`config.mk`:
```
export PLATFORM = sky130hd
export DESIGN_NAME = decoder_scan_flat
export DESIGN_NICKNAME = d
export VERILOG_FILES = /design/src/rtl/decoder_scan_if.sv /design/src/rtl/decoder_scan.sv /design/src/flat_wrapper.sv
export SDC_FILE = /design/constraint.sdc
export NUM_CORES = 1
export LEC_CHECK = 0
export ABC_AREA = 0
export CAP_MARGIN = 20
export CORE_AREA = 2 2 51 53
export CTS_CLUSTER_DIAMETER = 200
export DETAILED_ROUTE_END_ITERATION = 6
export DIE_AREA = 0 0 53 55
export MAX_ROUTING_LAYER = met4
export PLACE_DENSITY = 0.58
export SLEW_MARGIN = 0
export SYNTH_ARGS = -nofsm -noshare
export SYNTH_HDL_FRONTEND = slang
export SYNTH_SLANG_ARGS = --single-unit
export TNS_END_PERCENT = 50
```
`constraint.sdc`:
```
create_clock -name clk -period 2.36 [get_ports clk]
set_input_delay 0.59 -clock clk [delete_from_list [all_inputs] [get_ports clk]]
set_output_delay 0.59 -clock clk [all_outputs]
set_load 0.005 [all_outputs]
```
`src/rtl/decoder_scan_if.sv`:
```
// -----------------------------------------------------------------------------
// decoder_scan_if
//   Bundles the control and result signals of decoder_scan.
//
//   master : the controller. It drives en/mode/load/sel_in/dir and observes
//            out/idx/wrap.
//   slave  : the decoder itself.
//
//   Signals
//     en     - block enable
//     mode   - 0 = direct decode, 1 = automatic scan
//     load   - load sel_in into the index register
//     sel_in - select value to load (SEL_W bits)
//     dir    - scan direction, 0 = up, 1 = down
//     out    - registered one-hot / one-cold decode (2^SEL_W bits)
//     idx    - registered current index
//     wrap   - one-cycle pulse when a scan step wraps around
// -----------------------------------------------------------------------------
interface decoder_scan_if #(
    parameter int SEL_W = 3
);
    localparam int N = 1 << SEL_W;

    logic             en;
    logic             mode;
    logic             load;
    logic [SEL_W-1:0] sel_in;
    logic             dir;
    logic [N-1:0]     out;
    logic [SEL_W-1:0] idx;
    logic             wrap;

    modport master (
        output en, mode, load, sel_in, dir,
        input  out, idx, wrap
    );

    modport slave (
        input  en, mode, load, sel_in, dir,
        output out, idx, wrap
    );
endinterface

```
`src/rtl/decoder_scan.sv`:
```
// -----------------------------------------------------------------------------
// decoder_scan
//   Parametrised 1-of-2^SEL_W decoder with registered outputs. In direct mode
//   it decodes a loaded select value; in scan mode the active output steps
//   every DIV enabled cycles, up or down, wrapping at the ends. Typical use is
//   digit/row strobing or round-robin channel enables.
//
//   Parameters
//     SEL_W      - select width (1..6); 2^SEL_W outputs
//     DIV        - clock cycles per scan step (>= 1)
//     ACTIVE_LOW - 1 inverts every out bit (one-cold)
//
//   Ports
//     clk - rising-edge clock
//     rst - synchronous, active-high reset (highest priority)
//     bus - decoder_scan_if slave port: en, mode, load, sel_in, dir in;
//           out, idx, wrap out (all outputs are flops)
// -----------------------------------------------------------------------------
module decoder_scan #(
    parameter int SEL_W      = 3,
    parameter int DIV        = 4,
    parameter bit ACTIVE_LOW = 1'b0
) (
    input  logic          clk,
    input  logic          rst,
    decoder_scan_if.slave bus
);
    localparam int N  = 1 << SEL_W;
    localparam int PW = (DIV > 1) ? $clog2(DIV) : 1;

    localparam logic [SEL_W-1:0] IDX_MAX  = SEL_W'(N - 1);
    localparam logic [PW-1:0]    PRES_TOP = PW'(DIV - 1);
    // XOR mask applied to the decode; all-ones turns one-hot into one-cold.
    localparam logic [N-1:0]     POL      = ACTIVE_LOW ? '1 : '0;

    logic [SEL_W-1:0] idx_q,   idx_d;
    logic [PW-1:0]    presc_q, presc_d;
    logic             wrap_q,  wrap_d;
    logic [N-1:0]     out_q,   out_d;

    // Next-state logic.
    // NOTE: every variable gets a default at the top of always_comb so that no
    // path leaves it unassigned; a missing default would infer a latch.
    always_comb begin
        idx_d   = idx_q;
        presc_d = presc_q;
        wrap_d  = 1'b0;

        if (bus.en) begin
            if (bus.load) begin
                // A load restarts the scan period and never reports a wrap.
                idx_d   = bus.sel_in;
                presc_d = '0;
            end else if (bus.mode) begin
                if (presc_q == PRES_TOP) begin
                    presc_d = '0;
                    if (bus.dir) begin
                        idx_d  = idx_q - 1'b1;
                        wrap_d = (idx_q == '0);
                    end else begin
                        idx_d  = idx_q + 1'b1;
                        wrap_d = (idx_q == IDX_MAX);
                    end
                end else begin
                    presc_d = presc_q + 1'b1;
                end
            end else begin
                // Direct mode keeps the prescaler parked, so entering scan
                // mode always starts a full period.
                presc_d = '0;
            end
        end

        // Decode the index that will be registered alongside out, so out and
        // idx always agree in the same cycle. The registered enable is folded
        // into out_q itself: a disabled cycle registers all-inactive.
        out_d = (bus.en ? (N'(1) << idx_d) : '0) ^ POL;
    end

    // NOTE: sequential state uses non-blocking assignments so every flop
    // samples the pre-edge value of its inputs, independent of statement order.
    always_ff @(posedge clk) begin
        if (rst) begin
            idx_q   <= '0;
            presc_q <= '0;
            wrap_q  <= 1'b0;
            out_q   <= POL;
        end else begin
            idx_q   <= idx_d;
            presc_q <= presc_d;
            wrap_q  <= wrap_d;
            out_q   <= out_d;
        end
    end

    assign bus.out  = out_q;
    assign bus.idx  = idx_q;
    assign bus.wrap = wrap_q;

endmodule

```
`src/flat_wrapper.sv`:
```
// flat-port wrapper written by rule: the top's interface ports become plain ports
module decoder_scan_flat 
#(
    parameter int SEL_W      = 3,
    parameter int DIV        = 4,
    parameter bit ACTIVE_LOW = 1'b0
)
  (clk, rst, bus_en, bus_mode, bus_load, bus_sel_in, bus_dir, bus_out, bus_idx, bus_wrap);
  decoder_scan_if #(.SEL_W(SEL_W)) bus_i ();
  input  logic clk;
  input  logic rst;
  input wire logic [$bits(bus_i.en)-1:0] bus_en;
  input wire logic [$bits(bus_i.mode)-1:0] bus_mode;
  input wire logic [$bits(bus_i.load)-1:0] bus_load;
  input wire logic [$bits(bus_i.sel_in)-1:0] bus_sel_in;
  input wire logic [$bits(bus_i.dir)-1:0] bus_dir;
  output wire logic [$bits(bus_i.out)-1:0] bus_out;
  output wire logic [$bits(bus_i.idx)-1:0] bus_idx;
  output wire logic [$bits(bus_i.wrap)-1:0] bus_wrap;
  assign bus_i.en = bus_en;
  assign bus_i.mode = bus_mode;
  assign bus_i.load = bus_load;
  assign bus_i.sel_in = bus_sel_in;
  assign bus_i.dir = bus_dir;
  assign bus_out = bus_i.out;
  assign bus_idx = bus_i.idx;
  assign bus_wrap = bus_i.wrap;
  decoder_scan #(.SEL_W(SEL_W), .DIV(DIV), .ACTIVE_LOW(ACTIVE_LOW)) u_core (.clk(clk), .rst(rst), .bus(bus_i));
endmodule
```
# Yosys cells after proc, flatten, opt, wreduce, memory -nomap -nowiden
# Cells that the tools add are included.
# op_classes
n_addsub	3
reduce_logical	3
muxes	9
n_eq_ne	2
shift	1
bitwise	3
# ops
operator	n
3-bit 2-to-1 mux	5
1-bit by 3-bit left shift with 8-bit output, first input constant	1
2-bit 2-to-1 mux	3
5-bit OR reduction	1
3-bit by 1-bit adder with 3-bit output, second input constant	1
3-bit == test, second input constant	1
3-bit logical NOT	1
1-bit NOT	3
3-bit by 1-bit subtractor with 3-bit output, second input constant	1
2-bit by 1-bit adder with 2-bit output, second input constant	1
2-bit == test, second input constant	1
2-bit OR reduction	1
1-bit 2-to-1 mux	1
# word_totals
out_inout_bits	12
input_bits	9
regBits	14
wordCells	25

# Longest topological paths before layout
# Gate-level depths: netlist of the first run.
# depth
depth_word	7
depth_mapped	5
ltp_nobuf	5

# Worst setup path after synthesis of the first run
# OpenSTA, ideal clock, no wires.
# synth_path
path_kind	input to register
startpoint	input port bus_dir
endpoint	register u_core.out_q[2], in the netlist u_core.bus.out[2]
setup_ps	115
required_ps	2245
path_buffers	0
stages	5
t_arrival_ps	1795
setup_slack_ps	450
cell_sequence	fa_1 > xnor2_1 > or3_1 > a31o_1 > nor2b_1
# synth_via
elab_chain_cells	6
# synth_lines
element	line	text
from (decl)	flat_wrapper.sv:16	input wire logic [$bits(bus_i.dir)-1:0] bus_dir;
3-bit 2-to-1 mux	decoder_scan.sv:57	if (bus.dir) begin
3-bit 2-to-1 mux	decoder_scan.sv:55	if (presc_q == PRES_TOP) begin
3-bit 2-to-1 mux	decoder_scan.sv:54	end else if (bus.mode) begin
3-bit 2-to-1 mux	decoder_scan.sv:50	if (bus.load) begin
3-bit 2-to-1 mux	decoder_scan.sv:49	if (bus.en) begin
1-bit by 3-bit left shift with 8-bit output	decoder_scan.sv:77	out_d = (bus.en ? (N'(1) << idx_d) : '0) ^ POL;
to (signal assigned)	decoder_scan.sv:92	out_q <= out_d;
to (decl)	decoder_scan.sv:39	logic [N-1:0] out_q, out_d;
# Every way passes these cells.
# A chain may end at the register's enable or synchronous reset.

# Final worst setup path of the first run
# layout_path
startpoint	input port bus_dir
endpoint	register u_core.out_q[5], in the netlist u_core.bus.out[5]
# The elaborated chain is that of the path after synthesis.

==> impl_results.md, run 1 <==
- Post-route DRC: 0
- Core Region: 0.00236 mm2
- GP Congestion: 0.807
- Final Setup Violations: 0
- CTS sink cnt: 14
- DRT antenna net count: 0
- RSZ-0062 raised after global routing: false
- Max VDD drop: 0.000406 V
- Clock-pin slew on the worst setup and hold paths: 0.08 ns
- Max FO, Critical Path: 6
- Worst clock skew: 0.00475 ns
- GRT Residual Overflow: 0
- ANT cells: 0
- Pre-CTS setup slack: -0.130 ns
- Post-CTS setup buffers: 0
- Initial core utilization: 28.7%
- Max cap viols: 0
- Routed length per instance: 10.8 um
- Clock Tree Root: clkbuf_4
- Die Span X: 53 um
- Fmax: 454 MHz
- R2R Setup Slk: 0.47 ns
- Critical setup path kind: input port to flip-flop
- Final hold vios: 0
- First-pass detailed-route iteration total: 4
- Syn Area/Cell: 9.18 um2
- P_sw: 0.112 mW
- Final HPWL DP: 1.15 mm
- Die Area: 0.00292 mm2
- Placed Cells: 125
- Setup crit start kind: input port
- Clk_lat worst skew: 0.27 ns
- Tightest Pin Transition: 0.381 ns
- Register area share after synthesis: 41.3%
- First-pass GRT wire length: 2.17 mm
- Mapped Nets: 85
- Min Hold Slack: 0.482 ns
- Max clock buf depth: 2
- Reg power frac: 50.4%
- Global Route Usage Sum: 10.9%
- Worst EP required: 2.55 ns
- Post-cts resize count: 0
- Placed cell areas: 930 um2
- Synthesized cell area: 679 um2
- Fin cells: 129
- Leak: 0.364 nW
- Gate Count Post-Synth: 74
- Via count: 602
- Final min period: 2.20 ns
- Worst hold path type: flip-flop to flip-flop
- CP arrival: 2.39 ns
- Number of core rows: 18
- Post-synthesis cell type count: 35
- Routed WL: 1.39 mm
- Synth warn: 0
- CTS tree: done
- H-tree levels: 1
- Status: finished, final reports clean
- Net Sw Frac: 22.6%
- Fin. max-slew vios: 0
- Clock Power Share: 33.1%
- PwrDens: 513 mW/mm2
- PortBufs: 20
- Layout cells sized above 1: 13.1%
- Critical Path End Type: flip-flop
- Final Cycle Share: 93.3%
- Die Ht: 55 um
- Layout Nets: 111
- Post-route cell area: 966 um2
- Synth Register Bits: 14
- Largest net degree at the start of global routing: 11
- Comb power frac: 16.5%
- Initial antenna violation count: 0
- Layout area overhead: 42.2%
- Overall power: 0.495 mW
- Via density: 4.67
- Initial DRC Count: 11
- PnR worst setup slack: 0.159 ns
- P_int: 0.383 mW
- TritonCTS Buffers: 3
- IO Count: 21
- Cts hold-fix bufs: 0
- Slew HR: 74.2%
- Vias in the first global route: 505
## per-layer routing
| layer | share of wire [%] | global-route usage [%] | vias up | wire length [um] |
|---|---|---|---|---|
| met5 | 0 | - | - | 0 |
| met4 | 0 | 1.28 | 0 | 0 |
| met3 | 6.7 | 4.84 | 0 | 94 |
| met2 | 49 | 17.7 | 19 | 685 |
| met1 | 44 | 12.8 | 269 | 615 |
| li1 | - | - | 314 | - |
## path summary, 6_finish.rpt
path	start	end	cells after the start
worst max-delay path	bus_dir	u_core.bus.out[5]$_SDFF_PP0_	6
worst min-delay path	u_core.presc_q[1]$_SDFFE_PP0P_	u_core.presc_q[1]$_SDFFE_PP0P_	2
worst max register to register	u_core.bus.idx[0]$_SDFF_PP0_	u_core.bus.out[5]$_SDFF_PP0_	5
worst min register to register	u_core.presc_q[1]$_SDFFE_PP0P_	u_core.presc_q[1]$_SDFFE_PP0P_	2
## per-stage QoR
stage          setup TNS, ns  util [%]
3_5_place_dp          -0.674      39.3
3_3_place_gp          -0.376      39.3
2_1_floorplan              0         -
5_1_grt                    0      40.8
6_report                   0      40.8
4_1_cts                    0      40.8
## power by group through the flow
stage | clock [mW] | sequential [mW] | combinational [mW]
2_1_floorplan | 0 | 0.255 | 0.0409
3_3_place_gp | 0 | 0.255 | 0.0812
3_5_place_dp | 0 | 0.256 | 0.0814
4_1_cts | 0.173 | 0.250 | 0.0820
5_1_grt | 0.180 | 0.251 | 0.0899
6_report | 0.164 | 0.250 | 0.0816
## state kept, by name, indices dropped and copies added, names as in the netlist
name,cells
u_core.bus.wrap,1
u_core.bus.out,8
u_core.bus.idx,3
u_core.presc_q,2
## critical path, stage by stage
cell             delay, ns
clkdlybuf4s50_1       0.44
fa_1                  0.39
xnor2_1               0.16
or3_1                 0.34
a31o_1                0.29
nor3_1                0.19
## logic make-up (layout without fill, tap and decap cells)
logic type / after synthesis / count (layout) / share of synthesized area [%]
AND/OR/NAND/NOR: 34 / 34 / 30.4
XOR/XNOR: 1 / 1 / 1.29
flip-flops: 14 / 14 / 41.3
AO/OA/AOI/OAI: 17 / 17 / 17.5
adder cells (fa/ha/maj): 2 / 2 / 4.79
buffers and inverters: 5 / 30 / 3.13
multiplexers: 1 / 1 / 1.66
## cells in the mapped netlist
cell	count	share of area, %
dfxtp_1	14	41
a31o_1	1	1.3
or3_1	2	1.8
a32oi_1	1	1.3
o311ai_1	1	1.3
xnor2_1	1	1.3
a21oi_1	3	2.2
and2_2	1	1.1
a22oi_1	2	2.2
o21ai_0	2	1.5
fa_1	1	2.9
inv_1	3	1.7
mux2_2	1	1.7
a21o_1	1	1.1
o22ai_1	1	0.92
nor3_1	2	1.5
nand2_1	2	1.1
or4b_2	1	1.5
nand3_1	2	1.5
a221oi_1	1	1.3
and3b_2	1	1.5
buf_2	2	1.5
nand4b_1	1	1.3
a211oi_1	1	1.1
and3_2	1	1.1
nor2b_1	5	4.6
nand2_2	1	0.92
o21bai_1	1	1.1
ha_1	1	1.8
nand2b_1	4	3.7
a21boi_0	1	1.1
nor2_1	8	4.4
and2b_1	1	1.1
o31ai_1	1	1.1
nand4bb_1	2	3.3
## cells in the final DEF (no fill, tap or decap), drive strengths merged, types with 3 or more instances in the layout
| cell type | instances |
|---|---|
| dfxtp | 14 |
| clkdlybuf4s50 | 20 |
| nand2 | 3 |
| nor2 | 8 |
| nor2b | 5 |
| clkbuf | 4 |
| buf | 3 |
| inv | 3 |
| a21oi | 3 |
| nand2b | 4 |
## area by class of cell
type / count / area, um2
inverter: 3 / 11.3
sequential: 14 / 280
multi-input combinational: 55 / 378
tap: 30 / 37.5
fill: 240 / 1400
clock buffer: 4 / 36.3
timing repair buffer: 23 / 223
(Power assumes the default switching activity.)
==> inputs of run 2 (changes only) <==
--- a/config.mk
+++ b/config.mk
@@ -9,6 +9,7 @@
 export CAP_MARGIN = 20
 export CORE_AREA = 2 2 51 53
 export CTS_CLUSTER_DIAMETER = 200
+export CTS_CLUSTER_SIZE = 8
 export DETAILED_ROUTE_END_ITERATION = 6
 export DIE_AREA = 0 0 53 55
 export MAX_ROUTING_LAYER = met4
==> results of run 2 <==
Final layout, timing and power as in run 1 (identical DEF).
